<file path="config.mk">
export PLATFORM = sky130hd
export DESIGN_NAME = mem_wr_pipe
export DESIGN_NICKNAME = d
export VERILOG_FILES = /design/src/rtl/mem_wr_pkg.sv /design/src/rtl/mem_wr_slot.sv /design/src/rtl/mem_wr_pipe.sv
export SDC_FILE = /design/constraint.sdc
export NUM_CORES = 1
export LEC_CHECK = 0
export CAP_MARGIN = 0
export CORE_AREA = 2 2 202 204
export DETAILED_ROUTE_END_ITERATION = 8
export DIE_AREA = 0 0 204 206
export PLACE_DENSITY_LB_ADDON = 0.1
export SYNTH_ARGS = -nofsm -noshare
export SYNTH_HDL_FRONTEND = slang
export SYNTH_SLANG_ARGS = --single-unit
</file>
<file path="constraint.sdc">
create_clock -name clk -period 1.2 [get_ports clk]
set_input_delay 0.18 -clock clk [delete_from_list [all_inputs] [get_ports clk]]
set_output_delay 0.18 -clock clk [all_outputs]
set_load 0.01 [all_outputs]
</file>
<file path="src/rtl/mem_wr_pkg.sv">
// Field layout shared by the MEM and WR stages; both sides connect through these structs.
package mem_wr_pkg;

   localparam int W_WORD     = 32;
   localparam int W_MULT     = 64;
   localparam int W_REG      = 5;
   localparam int W_MEMTOREG = 2;
   localparam int W_OP       = 6;
   localparam int W_SEL      = 3;
   localparam int W_CP0OP    = 3;

   localparam int MEMWR_DATA_W = 5 * W_WORD + W_MULT + 2 * W_REG + W_MEMTOREG + W_OP + W_SEL;
   localparam int MEMWR_CTRL_W = 4 + W_CP0OP;

   typedef struct packed {
      logic [W_WORD-1:0]     dout;
      logic [W_WORD-1:0]     result;
      logic [W_WORD-1:0]     hl;
      logic [W_WORD-1:0]     busa_mux2;
      logic [W_WORD-1:0]     cp0_dout;
      logic [W_MULT-1:0]     mult;
      logic [W_REG-1:0]      rw;
      logic [W_REG-1:0]      cs;
      logic [W_MEMTOREG-1:0] memtoreg;
      logic [W_OP-1:0]       op;
      logic [W_SEL-1:0]      sel;
   } memwr_data_t;

   typedef struct packed {
      logic                 reg_wr;
      logic                 mult_wr;
      logic                 low_in;
      logic                 high_in;
      logic [W_CP0OP-1:0]   cp0op;
   } memwr_ctrl_t;

   // Write-enable style bits must never leave a slot that holds a bubble.
   function automatic logic [MEMWR_CTRL_W-1:0] gate_ctrl(input logic vld,
                                                         input logic [MEMWR_CTRL_W-1:0] ctrl);
      return vld ? ctrl : '0;
   endfunction

endpackage

</file>
<file path="src/rtl/mem_wr_slot.sv">
// One MEM->WR register slot: load, hold, flush (kills valid/ctrl) and reset.
module mem_wr_slot
   import mem_wr_pkg::*;
#(
   parameter int DATA_W = MEMWR_DATA_W,
   parameter int CTRL_W = MEMWR_CTRL_W
) (
   input  logic              clk,
   input  logic              rst,
   input  logic              flush_i,
   input  logic              load_i,
   input  logic              src_vld_i,
   input  logic [DATA_W-1:0] src_data_i,
   input  logic [CTRL_W-1:0] src_ctrl_i,
   output logic              vld_o,
   output logic [DATA_W-1:0] data_o,
   output logic [CTRL_W-1:0] ctrl_o
);

   logic              vld_q,  vld_d;
   logic [DATA_W-1:0] data_q, data_d;
   logic [CTRL_W-1:0] ctrl_q, ctrl_d;

   always_comb begin
      vld_d  = vld_q;
      data_d = data_q;
      ctrl_d = ctrl_q;
      if (flush_i) begin
         vld_d  = 1'b0;
         ctrl_d = '0;
      end else if (load_i) begin
         vld_d  = src_vld_i;
         data_d = src_data_i;
         ctrl_d = src_vld_i ? src_ctrl_i : '0;
      end
   end

   always_ff @(posedge clk) begin
      if (rst) begin
         vld_q  <= 1'b0;
         data_q <= '0;
         ctrl_q <= '0;
      end else begin
         vld_q  <= vld_d;
         data_q <= data_d;
         ctrl_q <= ctrl_d;
      end
   end

   assign vld_o  = vld_q;
   assign data_o = data_q;
   assign ctrl_o = ctrl_q;

endmodule

</file>
<file path="src/rtl/mem_wr_pipe.sv">
// MEM->WR pipeline register: STAGES slots, valid/ready handshake, flush and bubble collapsing.
module mem_wr_pipe
   import mem_wr_pkg::*;
#(
   parameter int DATA_W = MEMWR_DATA_W,
   parameter int CTRL_W = MEMWR_CTRL_W,
   parameter int STAGES = 1
) (
   input  logic                         clk,
   input  logic                         rst,
   input  logic                         flush,
   input  logic                         in_valid,
   output logic                         in_ready,
   input  logic [DATA_W-1:0]            in_data,
   input  logic [CTRL_W-1:0]            in_ctrl,
   output logic                         out_valid,
   input  logic                         out_ready,
   output logic [DATA_W-1:0]            out_data,
   output logic [CTRL_W-1:0]            out_ctrl,
   output logic [$clog2(STAGES+1)-1:0]  occupancy
);

   localparam int OCC_W = $clog2(STAGES + 1);

   logic [STAGES-1:0] vld;
   logic [STAGES-1:0] adv;
   logic [STAGES-1:0] load;
   logic [DATA_W-1:0] dat [STAGES];
   logic [CTRL_W-1:0] ctl [STAGES];
   logic              carry;
   logic [OCC_W-1:0]  occ;

   // Advance chain walks from the output back: a slot may move if anything downstream has room.
   always_comb begin
      adv   = '0;
      load  = '0;
      carry = out_ready;
      for (int i = STAGES - 1; i >= 0; i--) begin
         adv[i]  = carry;
         load[i] = ~vld[i] | carry;
         carry   = carry | ~vld[i];
      end
   end

   for (genvar g = 0; g < STAGES; g++) begin : g_slot
      if (g == 0) begin : g_head
         mem_wr_slot #(.DATA_W(DATA_W), .CTRL_W(CTRL_W)) u_slot (
            .clk       (clk),
            .rst       (rst),
            .flush_i   (flush),
            .load_i    (load[g]),
            .src_vld_i (in_valid),
            .src_data_i(in_data),
            .src_ctrl_i(in_ctrl),
            .vld_o     (vld[g]),
            .data_o    (dat[g]),
            .ctrl_o    (ctl[g])
         );
      end else begin : g_body
         mem_wr_slot #(.DATA_W(DATA_W), .CTRL_W(CTRL_W)) u_slot (
            .clk       (clk),
            .rst       (rst),
            .flush_i   (flush),
            .load_i    (load[g]),
            .src_vld_i (vld[g-1]),
            .src_data_i(dat[g-1]),
            .src_ctrl_i(ctl[g-1]),
            .vld_o     (vld[g]),
            .data_o    (dat[g]),
            .ctrl_o    (ctl[g])
         );
      end
   end

   always_comb begin
      occ = '0;
      for (int i = 0; i < STAGES; i++) begin
         occ = occ + OCC_W'(vld[i]);
      end
   end

   assign in_ready  = load[0];
   assign out_valid = vld[STAGES-1];
   assign out_data  = dat[STAGES-1];
   assign out_ctrl  = ctl[STAGES-1];
   assign occupancy = occ;

endmodule

</file>
==> key figures, run 1 <==
Floorplan
  • Io pins: 512
  • Core ar.: 40,200 µm²
  • Die width: 204 µm
  • Die area: 42,000 µm²
  • Die Y: 206 µm
  • Initial Utilization: 25.4%
  • Row Count: 74

Setup path
  • WP data arrival: 1.37 ns
  • Crit path capture type: output port
  • CP max FO: 2
  • CP Cell Sequence: nor2b_4 -> buf_12 -> inv_8 -> buf_6
  • Slowest stage delay, CP: 0.32 ns
  • CP Launch Type: flip-flop
  • Slowest cell on crit path: dfxtp_2
  • Worst Path Required: 1.02 ns
  • WS Path Type: flip-flop to output port

Clock tree
  • Max Root-Sink Buffers: 3
  • Post-CTS Hold Buffers: 0
  • CTS Root Cell: clkbuf_16
  • Clock slew at reported path FFs: 0.06 ns
  • Clock Sinks: 253
  • H-tree levels: 1
  • CTS tree: yes
  • Clock buffer count from CTS: 30
  • Worst skew pair latency: 0.57 ns

Power
  • Max IR drop VDD: 0.00111 V
  • LEAKAGE: 6.84 nW
  • Power per Cell Area: 1200 nW/µm²

STA
  • Setup WS post-layout: -0.350 ns
  • Max-slew violation count: 0
  • RSZ-0062 raised after global routing: true
  • Ratio of final minimum period to clock period: 129%
  • Worst hold margin: 0.0360 ns
  • Fmax: 645 MHz
  • Worst slew pin tran: 0.444 ns
  • Hold Fails Final Rpt: 0
  • Setup Viol. Count Final: 260
  • Final Skew: 0.00898 ns
  • Final min period: 1.55 ns
  • Slew headroom: 70.4%

Synth
  • Post-synth EDFFs: 0
  • Post-synth ARST share: 0%
  • Register area share after synthesis: 49.6%
  • Count of cell types in the netlist: 17
  • Ranking of synthesized cells by area: dfxtp_1 50%, nand3b_1 18%, a21oi_1 12%
  • Synth cell count leaders: 253 x dfxtp_1, 252 x a21oi_1, 245 x nand3b_1
  • Yosys warns: 0
  • Most frequent cell after synthesis: dfxtp_1
  • Syn Area/Cell: 8.85 µm²
  • Register bit count reported by yosys: 253
  • Post-Syn Nets: 1,410
  • Syn Inst Count: 1,153
  • Post-synthesis instance area: 10,200 µm²
  • Yosys top cell by area: dfxtp_1
  • Post-synth top area share: 49.6%
  • Top_reg_cell synth: dfxtp_1

Drt
  • Via count: 10,496
  • Routed length per instance: 18.9 µm
  • DRC viols: 0
  • Via density per instance: 4.78
  • M1 WL: 17,000 µm
  • Top layer in use: met4
  • Initial DRT Pass Iterations: 5
  • Initial drt markers: 577
  • Metal3 WL: 3170 µm
  • Routed wire length on met2: 20,500 µm
  • Final ANT Viol Nets: 0
  • Routed WL: 41,500 µm

Placement
  • HPWL after DPL: 28,600 µm
  • Port Buf Inserts: 511
  • Placement Cell Area: 16,200 µm²
  • Global placement routability congestion: 0.747

Finish
  • Post-route cell area: 18,000 µm²
  • Share of layout cells above drive strength 1: 38.0%
  • Layout area overhead: 75.9%
  • Layout Nets: 1,900

Run status
  • Status: finished, violations left
  • Failing checks: negative setup slack

Global route
  • Largest net degree at the start of global routing: 79
  • Total GRT Usage: 17.8%
  • Grt total ovfl: 0
  • Number of global-route vias before repair: 10,143
  • Initial antenna violation count: 2
  • First-pass GRT wire length: 59,600 µm

Flow run
  • Max_cap viols: 0

Worst hold path
  • Worst min-delay path class: primary input to flip-flop
-- metrics by stage --
| stage | power (mW) | util (%) | setup slack (ns) | setup TNS, ns | std cells |
|---|---|---|---|---|---|
| floorplan | 10.6 | - | 0.000233 | 0 | 1153 |
| global placement | 12.9 | 40.3 | -0.522 | -118.30 | 2127 |
| detailed placement | 13.0 | 40.3 | -0.551 | -123.06 | 2127 |
| CTS | 21.9 | 44.0 | -0.330 | -72.21 | 2180 |
| global route | 22.6 | 44.7 | -0.399 | -82.76 | 2195 |
| finish | 21.6 | 44.7 | -0.350 | -63.24 | 2196 |
-- layout make-up --
cell class | instances | area, µm²
antenna | 3 | 7.51
clock buffer | 40 | 840
clock inverter | 10 | 53.8
fill | 3928 | 22200
inverter | 1 | 11.3
multi-input combinational | 760 | 4420
sequential | 253 | 5370
tap | 532 | 666
timing repair buffer | 597 | 6600
-- flip-flops by register name (all words and copies together) (netlist names) --
signal / flops
g_slot.g_head.u_slot.data_o: 245
g_slot.g_head.u_slot.vld_o: 1
g_slot.g_head.u_slot.ctrl_o: 7
-- per-layer routing --
metal  track usage, %  vias up
met5                0        -
met4             4.97        0
met3             5.16       44
met2             31.3      323
met1             21.2     5021
li1                 -     5108
-- worst max-delay path, delay by kind of cell (launching register included) --
family	cells	cell delay [ns]
flip-flops	1	0.32
buffers and inverters	3	0.28
AND/OR/NAND/NOR	1	0.21
-- what timing repair did --
item	in CTS	in global routing
endpoints found under the setup margin	505	508
gates resized for setup	1561	14
gates cloned	0	8
setup buffers	3	5
endpoints found under the hold margin	0	0
pin swaps	0	1
-- cells in the final DEF, fill, tap and decap left out --
master	instances
buf_12	32
o21ai_0	207
nand2_1	7
nand3b_1	245
or2_2	1
clkinv_2	9
clkbuf_16	37
buf_8	3
buf_4	34
dfxtp_1	11
diode_2	3
buf_2	11
inv_8	1
clkinv_4	1
clkbuf_8	3
nor2_1	2
clkbuf_1	6
clkdlybuf4s50_1	254
buf_16	1
dfxtp_2	242
nand3_1	7
a21oi_1	252
buf_6	256
nor2b_4	1
o21ai_1	38
-- worst paths after layout --
kind	slack, ns	cells past startpoint	from	to
setup / recovery	-0.35	4	g_slot[0].g_head.u_slot.vld_o$_SDFFE_PP0P_	in_ready
hold / removal	0.04	3	rst	g_slot[0].g_head.u_slot.data_o[192]$_SDFFE_PP0P_
setup reg to reg	-0.31	8	g_slot[0].g_head.u_slot.vld_o$_SDFFE_PP0P_	g_slot[0].g_head.u_slot.data_o[171]$_SDFFE_PP0P_
hold reg to reg	0.46	2	g_slot[0].g_head.u_slot.ctrl_o[1]$_SDFFE_PP0P_	g_slot[0].g_head.u_slot.ctrl_o[1]$_SDFFE_PP0P_
-- logic make-up (layout without fill, tap and decap cells) --
family	Yosys count	after routing	synth area share, %
other cells	0	3	0
compound gates	497	497	24.4
buf+inv	140	648	7.14
flops	253	253	49.6
simple gates	263	263	18.9
-- report_power, final --
| part | internal [mW] | total (mW) | switching, mW |
|---|---|---|---|
| combinational | 2.28 | 3.78 | 1.50 |
| sequential | 8.98 | 9.28 | 0.305 |
| clock | 4.84 | 8.51 | 3.66 |
| total | 16.1 | 21.6 | 5.46 |
No activity file was read; power rests on OpenSTA's default activity.
==> inputs of run 2 (changes only) <==
--- a/config.mk
+++ b/config.mk
@@ -7,9 +7,11 @@
 export LEC_CHECK = 0
 export CAP_MARGIN = 0
 export CORE_AREA = 2 2 202 204
+export CTS_BUF_LIST = sky130_fd_sc_hd__clkbuf_16
 export DETAILED_ROUTE_END_ITERATION = 8
 export DIE_AREA = 0 0 204 206
 export PLACE_DENSITY_LB_ADDON = 0.1
 export SYNTH_ARGS = -nofsm -noshare
 export SYNTH_HDL_FRONTEND = slang
 export SYNTH_SLANG_ARGS = --single-unit
+export TNS_END_PERCENT = 50
==> key figures, run 2 (synthesis results as in run 1) <==
Run status
  • Status: finished, violations left
  • Failing checks: negative setup slack

STA
  • Hold Fails Final Rpt: 0 (unchanged)
  • Final min period: 1.54 ns (-0.0119 ns)
  • RSZ-0062 raised after global routing: true
  • Worst hold margin: 0.0429 ns (+0.00684 ns)
  • Slew headroom: 70.2% (-0.20 points)
  • Fmax: 650 MHz (+0.77%)
  • Max-slew violation count: 0 (unchanged)
  • Setup WS post-layout: -0.338 ns (+0.0119 ns)
  • Ratio of final minimum period to clock period: 128% (-0.99 points)
  • Setup Viol. Count Final: 263 (+1.2%)
  • Final Skew: 0.0144 ns (+0.00545 ns)
  • Worst slew pin tran: 0.447 ns (+0.00298 ns)

Global route
  • Total GRT Usage: 17.8% (about the same)
  • First-pass GRT wire length: 59,500 µm (-0.17%)
  • Largest net degree at the start of global routing: 79 (unchanged)
  • Number of global-route vias before repair: 10,109 (-0.34%)
  • Grt total ovfl: 0 (unchanged)
  • Initial antenna violation count: 1 (-1)

Placement
  • DP Worst Slack: -0.551 ns (unchanged)
  • Global placement routability congestion: 0.747 (unchanged)
  • Port Buf Inserts: 511 (unchanged)
  • HPWL after DPL: 28,600 µm (unchanged)

Drt
  • DRC viols: 0 (unchanged)
  • Initial drt markers: 522 (-9.5%)
  • Routed length per instance: 19.1 µm (+1.4%)
  • Final ANT Viol Nets: 0 (unchanged)
  • Routed WL: 42,100 µm (+1.6%)
  • Initial DRT Pass Iterations: 7 (+2)
  • Via density per instance: 4.77 (-0.12%)
  • Via count: 10,512 (+0.15%)

Floorplan
  • Die Y: 206 µm (unchanged)
  • Die width: 204 µm (unchanged)
  • Io pins: 512 (unchanged)
  • Initial Utilization: 25.4% (unchanged)
  • Row Count: 74 (unchanged)
  • Die area: 42,000 µm² (unchanged)
  • Core ar.: 40,200 µm² (unchanged)

Finish
  • Most common cell after layout, fill and taps aside: buf_6
  • Max FFs per register: 245 (unchanged)
  • Share of layout cells above drive strength 1: 37.9% (-0.16 points)
  • Fin util: 45.0% (+0.29 points)
  • Layout Nets: 1,907 (+0.37%)
  • Layout area overhead: 77.1%
  • Most frequent cells in the layout: 256 x buf_6, 254 x clkdlybuf4s50_1, 251 x a21oi_1

Setup path
  • WP data arrival: 1.36 ns (about the same)
  • WS Path Type: flip-flop to output port
  • CP max FO: 2 (unchanged)
  • CP Cell Sequence: nor2b_4 -> buf_12 -> inv_8 -> buf_6
  • Slowest stage delay, CP: 0.32 ns (about the same)
  • CP Buf/Inv Count: 3 (unchanged)
  • Crit path capture type: output port
  • Slowest cell on crit path: dfxtp_2
  • CP Launch Type: flip-flop
  • Cell family with most CP delay: flip-flops
  • Worst Path Required: 1.02 ns (about the same)

Clock tree
  • Max Root-Sink Buffers: 3 (unchanged)
  • Clock buffer count from CTS: 30 (unchanged)
  • CTS Root Cell: clkbuf_16
  • CTS tree: yes
  • Worst skew pair latency: 0.57 ns (about the same)
  • Clock slew at reported path FFs: 0.06 ns (about the same)
  • H-tree levels: 1 (unchanged)
  • Clock Sinks: 253 (unchanged)
  • Post-CTS Hold Buffers: 0 (unchanged)

Flow run
  • Max_cap viols: 0 (unchanged)

Power
  • Power per Cell Area: 1180 nW/µm² (-1.6%)
  • Total power: 21.4 mW (-0.98%)
  • LEAKAGE: 6.94 nW (+1.4%)
  • Max IR drop VDD: 0.00110 V (-0.48%)

Worst hold path
  • Worst min-delay path class: primary input to flip-flop
==> run 2: area by class of cell <==
cell class              instances  area (µm²)
diodes                          2        5.00
clock buffers                  31         776
clock inverters                19        87.6
fillers                      3924       22100
inverters                       1        11.3
multi-input cells             760        4420
flip-flops and latches        253        5370
well taps                     532         666
repair buffers                604        6750
==> run 2: timing repair <==
action / CTS / global route
pin swaps: 0 / 1
setup buffers: 3 / 6
setup endpoints to repair: 505 / 508
cloned: 0 / 14
resized for setup: 1548 / 16
==> run 2: stage by stage <==
step | setup TNS, ns | cell area, µm² | cells
after global routing | -84.62 | 18100 | 2201
after global placement | -118.30 | 16200 | 2127
after CTS | -70.37 | 17600 | 2180
final | -63.12 | 18100 | 2202
after floorplan | 0 | 10200 | 1153
after detailed placement | -123.06 | 16200 | 2127
==> run 2: path summary, 6_finish.rpt <==
kind                                                  start                                               end  slack, ns  depth (start not counted)
min                                                     rst  g_slot[0].g_head.u_slot.data_o[244]$_SDFFE_PP0P_       0.04                          3
max reg2reg      g_slot[0].g_head.u_slot.vld_o$_SDFFE_PP0P_  g_slot[0].g_head.u_slot.data_o[151]$_SDFFE_PP0P_      -0.29                          8
max              g_slot[0].g_head.u_slot.vld_o$_SDFFE_PP0P_                                          in_ready      -0.34                          4
min reg2reg  g_slot[0].g_head.u_slot.ctrl_o[1]$_SDFFE_PP0P_    g_slot[0].g_head.u_slot.ctrl_o[1]$_SDFFE_PP0P_       0.46                          2
==> run 2: tightest hold or removal path, cell delays in order <==
cell	delay (ns)
buf_6	0.15
buf_4	0.18
a21oi_1	0.04
==> run 2: per-layer routing <==
layer,vias to the layer above,part of all wire (%),track usage (%),wire length (µm)
li1,5118,-,-,-
met1,5019,41,21.1,17300
met2,334,50,31.4,20900
met3,41,7.8,5.20,3270
met4,0,1.6,4.61,685
met5,-,0,0,0
==> run 2: power breakdown <==
part	switching [mW]	total (mW)	leakage, nW	internal, mW
clock network	3.66	8.26	0.458	4.60
registers	0.304	9.28	2.17	8.98
logic	1.51	3.81	4.31	2.30
total	5.47	21.4	6.94	15.9
==> inputs of run 3 (changes only) <==
--- a/config.mk
+++ b/config.mk
@@ -11,6 +11,7 @@
 export DETAILED_ROUTE_END_ITERATION = 8
 export DIE_AREA = 0 0 204 206
 export PLACE_DENSITY_LB_ADDON = 0.1
+export SETUP_SLACK_MARGIN = 0.2
 export SYNTH_ARGS = -nofsm -noshare
 export SYNTH_HDL_FRONTEND = slang
 export SYNTH_SLANG_ARGS = --single-unit
==> key figures, run 3 (synthesis results as in run 1) <==
STA
  • Final min period: 1.46 ns (-0.0732 ns)
  • Ratio of final minimum period to clock period: 122% (-6.1 points)
  • Fmax: 683 MHz (+5.0%)
  • Setup Viol. Count Final: 259 (-1.5%)
  • Setup WS post-layout: -0.265 ns (+0.0732 ns)
  • Worst slew pin tran: 0.297 ns (-0.150 ns)
  • Worst hold margin: 0.104 ns (+0.0611 ns)
  • Setup total negative slack: -44.00 ns (+19.12 ns)
  • Hold Fails Final Rpt: 0 (unchanged)
  • Max-slew violation count: 0 (unchanged)
  • Final Skew: 0.00533 ns (-0.00910 ns)
  • RSZ-0062 raised after global routing: true
  • Slew headroom: 80.1% (+9.9 points)

Drt
  • Initial DRT Pass Iterations: 5 (-2)
  • Via density per instance: 4.78 (about the same)
  • Initial drt markers: 401 (-23%)
  • Via count: 10,498 (-0.13%)
  • Routed WL: 41,800 µm (-0.87%)
  • Final ANT Viol Nets: 0 (unchanged)
  • DRC viols: 0 (unchanged)
  • Routed length per instance: 19.0 µm (-0.69%)

Clock tree
  • Clock Sinks: 253 (unchanged)
  • Worst skew pair latency: 0.56 ns (about the same)
  • Max Root-Sink Buffers: 3 (unchanged)
  • CTS Root Cell: clkbuf_16
  • CTS tree: yes
  • Clock buffer count from CTS: 31 (+3.3%)
  • H-tree levels: 1 (unchanged)
  • Clock slew at reported path FFs: 0.06 ns (about the same)

Power
  • Internal Pwr Total: 16.5 mW (+4.1%)
  • Clock network fraction of total power: 40.8% (+2.1 points)
  • Power per Cell Area: 1230 nW/µm² (+4.0%)
  • Logic pwr share: 17.1% (-0.8 points)
  • Sequential power share: 42.0% (-1.5 points)
  • P_sw: 5.57 mW (+1.7%)
  • LEAKAGE: 6.87 nW (-1.0%)
  • Net Sw Frac: 25.2% (-0.45 points)
  • Max IR drop VDD: 0.000925 V (-16%)

Setup path
  • Slowest cell on crit path: dfxtp_2
  • CP Launch Type: flip-flop
  • Cell family with most CP delay: flip-flops
  • CP max FO: 2 (unchanged)
  • CP Cell Sequence: nor2b_4 -> inv_8 -> buf_6
  • Slowest stage delay, CP: 0.33 ns (about the same)
  • Worst Path Required: 1.02 ns (about the same)
  • CP Buf/Inv Count: 2 (-1)
  • Crit path capture type: output port
  • WP data arrival: 1.28 ns (-0.08 ns)
  • WS Path Type: flip-flop to output port

Floorplan
  • Row Count: 74 (unchanged)
  • Die Y: 206 µm (unchanged)
  • Io pins: 512 (unchanged)
  • Die area: 42,000 µm² (unchanged)
  • Core ar.: 40,200 µm² (unchanged)
  • Initial Utilization: 25.4% (unchanged)
  • Die width: 204 µm (unchanged)

Run status
  • Failing checks: negative setup slack
  • Status: finished, violations left

Finish
  • Fill count: 4,010 (+2.2%)
  • Reg area: 5380 µm² (+0.19%)
  • Max FFs per register: 245 (unchanged)
  • Post-Layout Cell Count: 2,198 (-0.18%)
  • Most common cell after layout, fill and taps aside: buf_6
  • Most frequent cells in the layout: 258 x buf_6, 254 x clkdlybuf4s50_1, 252 x a21oi_1
  • Layout Nets: 1,898 (-0.47%)
  • Layout area overhead: 76.2%
  • Fin util: 44.8% (-0.21 points)
  • Area taken by multi-input logic gates: 4420 µm² (about the same)
  • Share of layout cells above drive strength 1: 37.6% (-0.27 points)

Worst hold path
  • Worst min-delay path class: primary input to flip-flop

Global route
  • Number of global-route vias before repair: 10,131 (+0.22%)
  • Total GRT Usage: 17.9% (+0.14 points)
  • Grt total ovfl: 0 (unchanged)
  • Largest net degree at the start of global routing: 68 (-14%)
  • First-pass GRT wire length: 60,000 µm (+0.89%)
  • Initial antenna violation count: 2 (+1)

Placement
  • Port Buf Inserts: 511 (unchanged)
  • Global placement routability congestion: 0.780 (+4.3%)
  • HPWL after DPL: 28,500 µm (-0.24%)
  • Placed Cells: 2,127 (unchanged)

Flow run
  • Max_cap viols: 0 (unchanged)
[run 3: stage by stage]
step	power, mW	cell area (µm²)	setup WS [ns]
6_report	22.1	18000	-0.265
5_1_grt	23.1	18000	-0.323
4_1_cts	22.4	17800	-0.295
3_5_place_dp	13.0	16200	-0.514
3_3_place_gp	12.9	16200	-0.486
2_1_floorplan	10.6	10300	0.0122
[run 3: area by class of cell]
type / instances / area share, %
repair buffers: 594 / 36.5
flip-flops and latches: 253 / 29.9
multi-input cells: 760 / 24.5
clock buffers: 31 / 4.31
well taps: 532 / 3.70
clock inverters: 25 / 1.03
inverters: 1 / 0.0626
diodes: 2 / 0.0278
[run 3: path summary, 6_finish.rpt]
kind / start / end / slack, ns / cells past startpoint
setup / recovery: g_slot[0].g_head.u_slot.vld_o$_SDFFE_PP0P_ / in_ready / -0.26 / 3
hold / removal: flush / g_slot[0].g_head.u_slot.data_o[19]$_SDFFE_PP0P_ / 0.10 / 4
setup reg to reg: g_slot[0].g_head.u_slot.vld_o$_SDFFE_PP0P_ / g_slot[0].g_head.u_slot.data_o[148]$_SDFFE_PP0P_ / -0.23 / 6
hold reg to reg: g_slot[0].g_head.u_slot.ctrl_o[2]$_SDFFE_PP0P_ / g_slot[0].g_head.u_slot.ctrl_o[2]$_SDFFE_PP0P_ / 0.46 / 2
[run 3: worst min-delay path, stage by stage]
cell      delay, ns
buf_8          0.10
buf_12         0.17
nand3b_1       0.12
a21oi_1        0.05
[run 3: power groups by stage]
stage,sequential (mW),combinational [mW],clock [mW]
6_report,9.29,3.79,9.03
5_1_grt,9.34,4.07,9.69
4_1_cts,9.29,3.78,9.34
3_5_place_dp,9.29,3.68,0
3_3_place_gp,9.27,3.66,0
2_1_floorplan,9.50,1.14,0
[run 3: routing by layer]
metal	up-vias	share of wire, %	global-route usage (%)
met3	48	8.2	5.41
met2	342	49	31.3
met1	5016	41	21.4
li1	5092	-	-
met5	-	0	0
met4	0	1.9	4.84
[run 3: repair_timing]
item,CTS,global route
setup endpoints to repair,508,508
pin swaps,1,2
resized for setup,1577,7
hold buffers,2,0
setup buffers,3,0
gates cloned,0,8
hold endpoints to repair,42,0
